===== config.mk =====
export PLATFORM = sky130hd
export DESIGN_NAME = counter_monitor
export DESIGN_NICKNAME = d
export VERILOG_FILES = /design/src/rtl/counter_monitor.sv
export SDC_FILE = /design/constraint.sdc
export NUM_CORES = 1
export LEC_CHECK = 0
export BUFFER_PORTS_ARGS = -buffer_cell sky130_fd_sc_hd__buf_2
export CORE_UTILIZATION = 55
export CTS_BUF_LIST = sky130_fd_sc_hd__clkbuf_4 sky130_fd_sc_hd__clkbuf_8 sky130_fd_sc_hd__clkbuf_16
export DETAILED_ROUTE_END_ITERATION = 12
export PLACE_DENSITY = 0.82
export SYNTH_ARGS = -nofsm -noshare
export SYNTH_HDL_FRONTEND = slang
export SYNTH_SLANG_ARGS = --single-unit

===== constraint.sdc =====
create_clock -name clk -period 4.8 [get_ports clk]
set_clock_uncertainty 0.2 [all_clocks]
set_input_delay 0.96 -clock clk [delete_from_list [all_inputs] [get_ports clk]]
set_output_delay 0.96 -clock clk [all_outputs]
set_load 0.01 [all_outputs]

===== src/rtl/counter_monitor.sv =====
// Sequence monitor for a free-running counter: acquires the count, declares lock after
// LOCK_COUNT consecutive increments, and flags and counts sequence breaks while locked.
module counter_monitor #(
    parameter int          SIZE       = 10,
    parameter int          LOCK_COUNT = 4,
    parameter logic [15:0] ERR_MAX    = 16'hFFFF
) (
    input  logic            clk,
    input  logic            rst,
    input  logic            in_valid,
    input  logic [SIZE-1:0] in_val,
    input  logic            err_clr,
    output logic            locked,
    output logic            err_pulse,
    output logic [15:0]     err_count,
    output logic [SIZE-1:0] expected
);

    typedef enum logic [1:0] {
        IDLE    = 2'd0,
        ACQUIRE = 2'd1,
        LOCKED  = 2'd2,
        LOST    = 2'd3
    } state_t;

    localparam logic [3:0]      LOCK_N = 4'(LOCK_COUNT);
    localparam logic [SIZE-1:0] ONE    = SIZE'(1);

    state_t          state_q, state_d;
    logic [3:0]      run_q, run_d;
    logic [SIZE-1:0] exp_q, exp_d;
    logic [15:0]     err_q, err_d;
    logic            pulse_d;
    logic            locked_d;
    logic            match;
    logic            miss;

    assign match = (in_val == exp_q);

    always_comb begin
        state_d  = state_q;
        run_d    = run_q;
        exp_d    = exp_q;
        err_d    = err_q;
        miss     = 1'b0;
        pulse_d  = 1'b0;
        locked_d = 1'b0;

        if (in_valid) begin
            case (state_q)
                IDLE: begin
                    exp_d   = in_val + ONE;
                    run_d   = '0;
                    state_d = ACQUIRE;
                end
                ACQUIRE, LOST: begin
                    if (match) begin
                        exp_d = exp_q + ONE;
                        if (run_q + 4'd1 == LOCK_N) begin
                            run_d   = '0;
                            state_d = LOCKED;
                        end else begin
                            run_d = run_q + 4'd1;
                        end
                    end else begin
                        // resync silently; errors are only meaningful once locked
                        exp_d = in_val + ONE;
                        run_d = '0;
                    end
                end
                LOCKED: begin
                    if (match) begin
                        exp_d = exp_q + ONE;
                    end else begin
                        miss    = 1'b1;
                        exp_d   = in_val + ONE;
                        run_d   = '0;
                        state_d = LOST;
                    end
                end
                default: state_d = IDLE;
            endcase
        end

        pulse_d = miss;

        // a clear in the same cycle as a new error leaves exactly that error counted
        if (err_clr) begin
            err_d = miss ? 16'd1 : '0;
        end else if (miss && err_q != ERR_MAX) begin
            err_d = err_q + 16'd1;
        end

        locked_d = (state_d == LOCKED);
    end

    always_ff @(posedge clk) begin
        if (rst) begin
            state_q   <= IDLE;
            run_q     <= '0;
            exp_q     <= '0;
            err_q     <= '0;
            err_pulse <= 1'b0;
            locked    <= 1'b0;
        end else begin
            state_q   <= state_d;
            run_q     <= run_d;
            exp_q     <= exp_d;
            err_q     <= err_d;
            err_pulse <= pulse_d;
            locked    <= locked_d;
        end
    end

    assign expected  = exp_q;
    assign err_count = err_q;

endmodule


==> impl_metrics.csv <==
group,metric,value,unit
sta,rsz0062_at_grt,"false",
sta,fin_crit,2.905,ns
place,numPortBuffers,41,
critical_path,arrival,2.92,ns
floorplanning,die_w,65.76,um
yosys,synth_area,2236,um2
worst_hold_path,min_from,"err_count[14]",
routing,wl,5.047,mm
clock_network,cts_tree,"done",
routing,num_vias,2173,
sta,setup_slack,1.895,ns
sta,fmax,344.2,MHz
critical_path,start_kind,"primary input",
routing,vias_per_cell,6.121,
run,cap_violations,0,
global_route,overflow,0,
yosys,ys_seq_area_frac,0.3044,
routing,drtPass1Iterations,4,
routing,first_iter_violations,161,
floorplanning,die_h,65.76,um
clock_network,clock_latency,0.28,ns
place,gp_congestion,0.8646,
clock_network,clk_pin_slew,0.06,ns
clock_network,clock-sinks,34,
critical_path,critPathRequiredTime,4.81,ns
critical_path,crit_type,"primary input to flop",
global_route,grt_first_pass_wirelength,8.611,mm
clock_network,cts_buffers,5,
sta,finalMaxSlewViolations,0,
clock_network,cts_root_buffer,"clkbuf_8",
routing,drc,0,
power,finalPower,581.3,uW
cells_and_area,drive_above_1_share,0.1954,
yosys,ys_types,49,
sta,max_slew_margin,0.2204,
power,p_per_area,228.2,nW/um2
global_route,antenna_found_initial,0,
clock_network,cts_max_level,2,
worst_hold_path,hold_path.class,"flop to flop",
power,vdd_drop_max,0.1302,mV
yosys,yosysWarnings,0,
sta,hold_viol,0,
cells_and_area,nets,326,
routing,wl_per_cell,14.22,um
clock_network,cts_buffer_depth,2,
cells_and_area,antennaDiodeCount,0,
critical_path,rrSetupSlack,2.24,ns
yosys,synth_edf_count,0,
critical_path,end_kind,"flop",
sta,max_slew.worst_pin.slew,1.162,ns
sta,setup_tns,0,ns
cells_and_area,syn_to_final_growth,13.93,%
sta,fin_crit_sh,0.6052,
yosys,syn_inst,271,
floorplanning,ios,42,
sta,finalSetupViolCount,0,
global_route,first_global_vias,1889,
clock_network,cts_hold_buf,0,
floorplanning,initial_core_util,0.5929,
yosys,async_reset_ff_frac,0,
outcome,status,"complete, no violations",
global_route,track_usage,0.2578,
cells_and_area,fin_util,0.6755,
critical_path,crit_start,"in_val[3]",
global_route,grt_start_max_net_pins,36,
clock_network,cts_setup_buffers,0,
critical_path,r2r_start,"expected[7]",
floorplanning,coreArea,3771,um2
floorplanning,rows,22,
yosys,synth_top_flop_cell,"dfxtp_1",
routing,ant_nets,0,
yosys,synth_seq_cells,34,
floorplanning,dieArea,4324,um2
power,power.leakage,0.0009009,uW
yosys,synth_nets,290,
place,dp_slack,1.595,ns
critical_path,cp_max_fo,20,
place,dpl.hpwl,3.634,mm
yosys,avgSynthCellArea,8.251,um2
sta,hold-worst-slack,0.3067,ns
clock_network,cts_resized,0,
-- synth_stat cells, drive strengths merged (6+ instances only) --
cell,count,share of area
dfxtp,34,0.30
a21oi,22,0.049
nand2,20,0.034
xnor2,15,0.072
nand3,12,0.027
nor2,12,0.020
o31ai,11,0.037
nor2b,10,0.028
clkbuf,9,0.015
nand3b,9,0.030
nand4,8,0.032
o21ai,8,0.018
or4,8,0.027
a31oi,7,0.020
nor3,7,0.016
or3,7,0.020
inv,6,0.010
mux2i,6,0.027
-- cell type report --
cell class	instances	area, um2
clock buffers	7	83.83
fillers	337	1224
inverters	6	22.52
multi-input cells	218	1488
flip-flops and latches	34	680.7
well taps	48	60.06
repair buffers	42	212.7
-- layout by cell type (no fill, tap or decap), types with 2 or more instances in the layout --
master,netlist,final
xor2_1,3,3
nor4_1,4,3
ha_1,5,5
nor4b_1,3,3
o31a_1,2,2
nor3_1,7,7
o2111ai_1,2,2
a31oi_1,7,7
inv_1,6,6
and4_1,3,3
and3_1,5,5
nand3_1,12,12
dfxtp_1,34,34
and2_1,3,3
nand4_1,6,6
a21oi_1,22,22
or3_1,7,7
or4_1,8,8
a211oi_1,2,2
buf_2,3,41
xnor2_1,11,11
o32ai_1,2,2
nor2_1,12,12
a2111oi_0,2,2
a21boi_0,3,3
mux2i_1,6,6
nand2b_1,4,4
o21ai_0,8,8
nor3b_1,2,2
xnor2_2,4,4
o31ai_1,11,10
clkbuf_8,0,5
nor2b_1,10,10
clkbuf_4,0,2
nand2_1,20,20
nand3b_1,9,9
-- cell families after synthesis --
group           after synthesis  share of synthesized area
fa+ha+maj                     5                    0.02798
compound gates               70                     0.2071
flops                        34                     0.3044
simple gates                119                     0.3145
xor+xnor                     18                    0.08394
mux                           6                    0.02686
buf+inv                      19                    0.03525
-- per-layer routing --
layer	GRT usage	vias up	share of wire
met2	0.3992	38	0.47
met3	0.04861	6	0.031
met4	0.08424	0	0.013
met1	0.3561	1027	0.49
met5	0	-	0
li1	-	1102	-
-- path summary, 6_finish.rpt --
path | to | cells after the start
min | err_count[14] | 2
min reg2reg | err_count[14] | 2
max reg2reg | err_count[8] | 5
max | err_count[8] | 6
-- per-stage QoR --
| step | cells | instance area, um2 |
|---|---|---|
| finish | 355 | 2547 |
| global route | 355 | 2547 |
| CTS | 355 | 2547 |
| detailed placement | 348 | 2464 |
| global placement | 348 | 2464 |
| floorplan | 271 | 2236 |
-- sequential cells by signal (all words and copies together) (netlist names) --
register and count:
err_count 16, err_pulse 1, expected 10, locked 1, run_q 4, state_q 2
-- critical path: stages --
cell	delay (ns)
buf_2	0.13
xnor2_1	0.18
nand4_2	0.24
o31ai_2	0.98
o21ai_0	0.24
a21oi_1	0.18
-- report_power, final --
part | leakage (uW) | internal, uW | switching, uW
clock | 0.0000452 | 111 | 96.2
combinational | 0.000579 | 31.9 | 42.4
sequential | 0.000276 | 288 | 11.5
total | 0.000901 | 431 | 150
Note: power is estimated with default switching activity, not from simulation.
